`src/rtl/mem_req_arbiter_pkg.sv`:
```
// Shared encodings for the IF/MEM memory-port arbiter: FSM states, owner tags
// and the request field bundle forwarded to the memory port.
package mem_req_arbiter_pkg;

    typedef enum logic {
        ARB_IDLE = 1'b0,
        ARB_WAIT = 1'b1
    } arb_state_t;

    typedef enum logic {
        OWN_INST = 1'b0,
        OWN_DATA = 1'b1
    } owner_t;

    typedef struct packed {
        logic        wr;
        logic [3:0]  wstrb;
        logic [31:0] addr;
        logic [31:0] wdata;
    } mem_fields_t;

    localparam mem_fields_t MEM_FIELDS_NONE = '0;

    // Fetches are always reads, so only the address travels to the port.
    function automatic mem_fields_t inst_fields(input logic [31:0] addr);
        mem_fields_t f;
        f       = MEM_FIELDS_NONE;
        f.addr  = addr;
        return f;
    endfunction

    function automatic mem_fields_t data_fields(
        input logic        wr,
        input logic [3:0]  wstrb,
        input logic [31:0] addr,
        input logic [31:0] wdata
    );
        mem_fields_t f;
        f.wr    = wr;
        f.wstrb = wstrb;
        f.addr  = addr;
        f.wdata = wdata;
        return f;
    endfunction

endpackage

```
`src/rtl/mem_req_arbiter.sv`:
```
// Shares one SRAM-like memory port between instruction fetch and load/store,
// data side first, with a starvation guard that periodically forces a fetch.
module mem_req_arbiter
    import mem_req_arbiter_pkg::*;
#(
    parameter int STARVE_MAX = 4
) (
    input  logic        clk,
    input  logic        resetn,

    input  logic        inst_req,
    input  logic [31:0] inst_addr,
    output logic        inst_addr_ok,
    output logic        inst_data_ok,
    output logic [31:0] inst_rdata,

    input  logic        data_req,
    input  logic        data_wr,
    input  logic [3:0]  data_wstrb,
    input  logic [31:0] data_addr,
    input  logic [31:0] data_wdata,
    output logic        data_addr_ok,
    output logic        data_data_ok,
    output logic [31:0] data_rdata,

    output logic        mem_req,
    output logic        mem_wr,
    output logic [3:0]  mem_wstrb,
    output logic [31:0] mem_addr,
    output logic [31:0] mem_wdata,
    input  logic        mem_addr_ok,
    input  logic        mem_data_ok,
    input  logic [31:0] mem_rdata
);

    localparam int CNT_W = (STARVE_MAX < 1) ? 1 : $clog2(STARVE_MAX + 1);
    localparam logic [CNT_W-1:0] STARVE_LIM = CNT_W'(STARVE_MAX);

    // Consecutive data wins only count while a fetch is actually waiting.
    function automatic logic [CNT_W-1:0] starve_next(
        input logic [CNT_W-1:0] cnt,
        input logic             data_win,
        input logic             inst_pending
    );
        if (data_win && inst_pending)
            return (cnt == STARVE_LIM) ? cnt : cnt + CNT_W'(1);
        return '0;
    endfunction

    arb_state_t       state;
    owner_t           owner;
    logic [CNT_W-1:0] starve_cnt;

    logic        in_idle;
    logic        grant_inst;
    logic        grant_data;
    logic        grant_valid;
    logic        accept;
    logic        resp;
    mem_fields_t fields;

    // Gating with resetn keeps every output quiet during the reset cycle.
    assign in_idle     = resetn && (state == ARB_IDLE);
    assign grant_inst  = in_idle && inst_req && (!data_req || (starve_cnt == STARVE_LIM));
    assign grant_data  = in_idle && data_req && !grant_inst;
    assign grant_valid = grant_inst || grant_data;
    assign accept      = grant_valid && mem_addr_ok;

    always_comb begin
        fields = MEM_FIELDS_NONE;
        if (grant_inst)
            fields = inst_fields(inst_addr);
        else if (grant_data)
            fields = data_fields(data_wr, data_wstrb, data_addr, data_wdata);
    end

    assign mem_req   = grant_valid;
    assign mem_wr    = fields.wr;
    assign mem_wstrb = fields.wstrb;
    assign mem_addr  = fields.addr;
    assign mem_wdata = fields.wdata;

    assign inst_addr_ok = grant_inst && mem_addr_ok;
    assign data_addr_ok = grant_data && mem_addr_ok;

    // A response is only meaningful while a transaction is outstanding.
    assign resp         = resetn && (state == ARB_WAIT) && mem_data_ok;
    assign inst_data_ok = resp && (owner == OWN_INST);
    assign data_data_ok = resp && (owner == OWN_DATA);
    assign inst_rdata   = inst_data_ok ? mem_rdata : '0;
    assign data_rdata   = data_data_ok ? mem_rdata : '0;

    always_ff @(posedge clk) begin
        if (!resetn) begin
            state      <= ARB_IDLE;
            owner      <= OWN_INST;
            starve_cnt <= '0;
        end else begin
            case (state)
                ARB_IDLE: begin
                    if (accept) begin
                        state      <= ARB_WAIT;
                        owner      <= grant_data ? OWN_DATA : OWN_INST;
                        starve_cnt <= starve_next(starve_cnt, grant_data, inst_req);
                    end
                end
                ARB_WAIT: begin
                    if (mem_data_ok)
                        state <= ARB_IDLE;
                end
            endcase
        end
    end

endmodule

```
`config.mk`:
```
export PLATFORM = sky130hd
export DESIGN_NAME = mem_req_arbiter
export DESIGN_NICKNAME = d
export VERILOG_FILES = /design/src/rtl/mem_req_arbiter_pkg.sv /design/src/rtl/mem_req_arbiter.sv
export SDC_FILE = /design/constraint.sdc
export NUM_CORES = 1
export LEC_CHECK = 0
export BUFFER_PORTS_ARGS = -buffer_cell sky130_fd_sc_hd__buf_2
export CORE_AREA = 2 2 107 109
export CTS_BUF_LIST = sky130_fd_sc_hd__clkbuf_2 sky130_fd_sc_hd__clkbuf_4 sky130_fd_sc_hd__clkbuf_8
export CTS_CLUSTER_DIAMETER = 80
export DETAILED_ROUTE_END_ITERATION = 10
export DIE_AREA = 0 0 109 111
export PLACE_DENSITY = 0.46
export SYNTH_ARGS = -nofsm -noshare
export SYNTH_HDL_FRONTEND = slang
export SYNTH_SLANG_ARGS = --single-unit
```
`constraint.sdc`:
```
create_clock -name clk -period 2.35 [get_ports clk]
set_input_delay 0 -clock clk [delete_from_list [all_inputs] [get_ports clk]]
set_output_delay 0 -clock clk [all_outputs]
set_load 0.01 [all_outputs]
```
Yosys cells after proc, flatten, opt, wreduce, memory -nomap -nowiden --
Index checks and enable logic that the tools add are counted.
Word-level totals: bits in registers 5, word-level logic and storage cells 42, output and inout bits 138, input bits 139
Operators by class: $add $sub $neg 1, muxes and demuxes 15, equal/unequal tests 2, reductions and logical operators 19, bitwise logic cells 2
Operator list (count):
- 2-to-1 mux 69 bit | 2
- 2-to-1 mux 32 bit | 2
- logical AND 1 bit | 13
- 2-to-1 mux 3 bit | 3
- 2-to-1 mux 1 bit | 7
- adder 3 x 1 -> 3 bit, second input constant | 1
- equality test 3 bit, second input constant | 1
- != test 3 bit, second input constant | 1
- AND reduction 3 bit | 1
- zero test 1 bit | 2
- logical OR 1 bit | 2
- inverter 1 bit | 2
- case mux 1 bit (2 select lines) | 1
- AND reduction 2 bit | 1

Longest topological paths before layout --
depth after elaboration 13, mapped depth 6, depth with buffers taken out 6

Worst setup path before layout --
Ideal clock, no wire load.
path type reg2out, from reg starve_cnt[0], to out mem_addr[10], data required time 2350 ps, cell stages (with the launch flop) 7, data arrival time 1333 ps, slack 1017 ps, cells stage by stage dfxtp_1 -> inv_1 -> ha_1 -> nand2_1 -> a21oi_2 -> buf_2 -> a22o_1
Between the ends: word-level cells in the longest chain between the ends 7
RTL lines:
- from (decl) | RTL line mem_req_arbiter.sv:52 | logic [CNT_W-1:0] starve_cnt;
- from (signal assigned) | RTL line mem_req_arbiter.sv:104 | starve_cnt <= starve_next(starve_cnt, grant_data, inst_req);
- equality test 3 bit (*) | RTL line mem_req_arbiter.sv:64 | assign grant_inst = in_idle && inst_req && (!data_req || (starve_cnt == STARVE_LIM));
- logical OR 1 bit (*) | RTL line mem_req_arbiter.sv:64
- logical AND 1 bit (*) | RTL line mem_req_arbiter.sv:64
- zero test 1 bit | RTL line mem_req_arbiter.sv:65 | assign grant_data = in_idle && data_req && !grant_inst;
- logical AND 1 bit | RTL line mem_req_arbiter.sv:65
- 2-to-1 mux 69 bit | RTL line mem_req_arbiter.sv:73 | else if (grant_data)
- 2-to-1 mux 69 bit (*) | RTL line mem_req_arbiter.sv:71 | if (grant_inst)
- to (decl) | RTL line mem_req_arbiter.sv:29 | output logic [31:0] mem_addr,
Mark *: on every way between the ends. The rest lies on a longest branch, timed or not.

Final worst setup path --
from reg starve_cnt[0], to out mem_addr[13]
Same word-level chain as after synthesis.

==> impl_metrics.json <==
{
  "fmax_ghz": 0.509,
  "leakage_uw": 0.00186,
  "critPathCaptureType": "primary output",
  "tightest_slew_ns": 0.517,
  "critPathArrivalTime_ns": 1.97,
  "swShare": 0.349,
  "stdcell_area_um2": 2910,
  "outcome": "completed",
  "max-cap-violations": 0,
  "via_count": 2413,
  "grtUsageTotal": 0.127,
  "hold_buffers": 0,
  "start_util": 0.120,
  "setup_viol": 0,
  "cts_buffers": 3,
  "firstDrtPassIters": 4,
  "ys_seq_area_frac": 0.0753,
  "die_w_um": 109,
  "syn_area_um2": 1330,
  "synth_seq_cells": 5,
  "cts_tree": "yes",
  "slew_violations": 0,
  "die_y_um": 111,
  "slew_headroom": 0.655,
  "regArea_um2": 100,
  "p_per_area_nw_per_um2": 210,
  "placed_area_um2": 2860,
  "start_kind": "flop",
  "setup_tns_ns": 0,
  "ys_types": 26,
  "cts.sinks": 5,
  "clk_pin_slew_worst_paths_ns": 0.03,
  "multi_input_area_um2": 1130,
  "clock_skew_ns": 0.000165,
  "worstPathRequired_ns": 2.35,
  "period_minus_slack_ns": 1.97,
  "finalCritPeriodShare": 0.837,
  "drive_gt1_frac": 0.634,
  "gp_congestion": 0.874,
  "p_clk_frac": 0.282,
  "rsz0062_at_grt": "false",
  "p_switching_uw": 214,
  "nFillCells": 1249,
  "postCtsSetupBuffers": 0,
  "ios": 277,
  "drt-wirelength-per-cell_um": 14.5,
  "num_rows": 39,
  "wl_um": 8710,
  "core_area_um2": 11100,
  "cts_buffer_depth": 2,
  "syn_inst": 188,
  "cts_max_level": 1,
  "antenna_found_initial": 2,
  "grt_pass1_vias": 2308,
  "drtAntennaViolNets": 0,
  "syn2layout_area_growth_pct": 119,
  "die_area_um2": 12100,
  "cp_max_fo": 25,
  "finalHoldViolCount": 0,
  "power_frac_comb": 0.571,
  "clk-insertion-delay-late_ns": 0.22,
  "ir_drop_v": 0.0000716,
  "dp_hpwl_um": 7280,
  "drc": 0,
  "nNetsFinal": 598,
  "postSynthAreaPerCell_um2": 7.07,
  "internal_power_uw": 399,
  "portBuffers": 276,
  "cts-root-buf": "clkbuf_8",
  "synth_warnings": 0,
  "path_class": "reg2out",
  "vias_per_cell": 4.03,
  "post_cts_resized": 0,
  "synthesis.nets": 329,
  "drt-initial-drc-count": 110,
  "antenna_cells": 0,
  "grt_overflow": 0,
  "total_power_uw": 613,
  "p_seq_frac": 0.147,
  "grt_pass1_wl_um": 12100,
  "min_path_type": "in2reg",
  "grt_max_degree": 71
}
## power groups by stage
stage | sequential (uW) | combinational (uW) | clock (uW)
global route | 90.1 | 378 | 182
finish | 89.9 | 350 | 173
floorplan | 90.6 | 140 | 0
global placement | 91.1 | 352 | 0
CTS | 89.9 | 354 | 175
detailed placement | 91.2 | 350 | 0
## cell type report
cell class / count / area share
Tap cell: 143 / 0.0615
Sequential cell: 5 / 0.0344
Multi-Input combinational cell: 163 / 0.389
Timing Repair Buffer: 280 / 0.493
Clock buffer: 4 / 0.0168
Inverter: 4 / 0.00516
## kinds of logic (layout without fill, tap and decap cells)
family          after synthesis  count (layout)  synth area share
simple gates                119             119             0.554
compound gates               41              41             0.270
buf+inv                      20             288            0.0734
flops                         5               5            0.0753
fa+ha+maj                     2               2            0.0188
mux                           1               1           0.00847
## worst max-delay path, cell delays in order, from the launching register on
cell and delay [ns]:
dfxtp_1 0.32, inv_1 0.08, ha_1 0.24, nand2_1 0.13, a21oi_2 0.45, buf_12 0.24, a22o_1 0.15, buf_2 0.13
## per-stage QoR
stage               std cells  setup slack (ns)  hold slack (ns)  utilization
finish                    599             0.384           0.0661        0.263
detailed placement        595             0.600            0.288        0.258
CTS                       599             0.360           0.0596        0.263
global route              599             0.214           0.0989        0.263
floorplan                 188              1.02            0.110            -
global placement          595             0.686            0.287        0.258
## state kept, by name, summed over array words and instances (netlist names)
| name | cells |
|---|---|
| starve_cnt | 3 |
| owner | 1 |
| state | 1 |
## synth_stat cells
master,instances,share of area
a21oi_1,3,0.011
a21oi_2,1,0.0066
a221oi_1,1,0.0066
a22o_1,32,0.21
a31oi_4,1,0.016
and2_1,103,0.48
and4b_1,1,0.0075
buf_2,5,0.019
buf_4,3,0.017
clkbuf_1,4,0.011
clkbuf_2,4,0.015
dfxtp_1,5,0.075
ha_1,2,0.019
inv_1,4,0.011
mux2_2,1,0.0085
nand2_1,5,0.014
nand2b_1,1,0.0047
nand3_1,2,0.0075
nand4b_1,1,0.0066
nor2_1,3,0.0085
nor2b_4,1,0.010
nor3b_1,1,0.0056
o211ai_2,1,0.0094
o21a_1,1,0.0056
o21ai_0,1,0.0038
or3_1,1,0.0047
## layer usage
metal,vias up,share of wire,track usage,wire [um]
met4,4,0.0036,0.0205,31
met5,-,0.0038,0,33
met3,7,0.12,0.0323,1070
li1,1171,-,-,-
met2,163,0.50,0.236,4310
met1,1068,0.37,0.145,3260
## layout by cell type, fill, tap and decap left out, types with 2 or more instances in the layout
| cell type | instances |
|---|---|
| and2_1 | 103 |
| nor2_1 | 3 |
| ha_1 | 2 |
| nand2_1 | 5 |
| dfxtp_1 | 5 |
| nand3_1 | 2 |
| buf_4 | 2 |
| inv_1 | 4 |
| clkbuf_8 | 3 |
| buf_2 | 276 |
| a21oi_1 | 3 |
| a22o_1 | 32 |
| buf_12 | 2 |
## final timing paths
check | startpoint | end | slack [ns] | cells after the start
max | starve_cnt[0] | mem_addr[13] | 0.38 | 7
min | mem_data_ok | state | 0.07 | 3
max reg2reg | starve_cnt[0] | owner | 0.66 | 6
min reg2reg | starve_cnt[0] | starve_cnt[0] | 0.48 | 2
(Power assumes the default switching activity.)
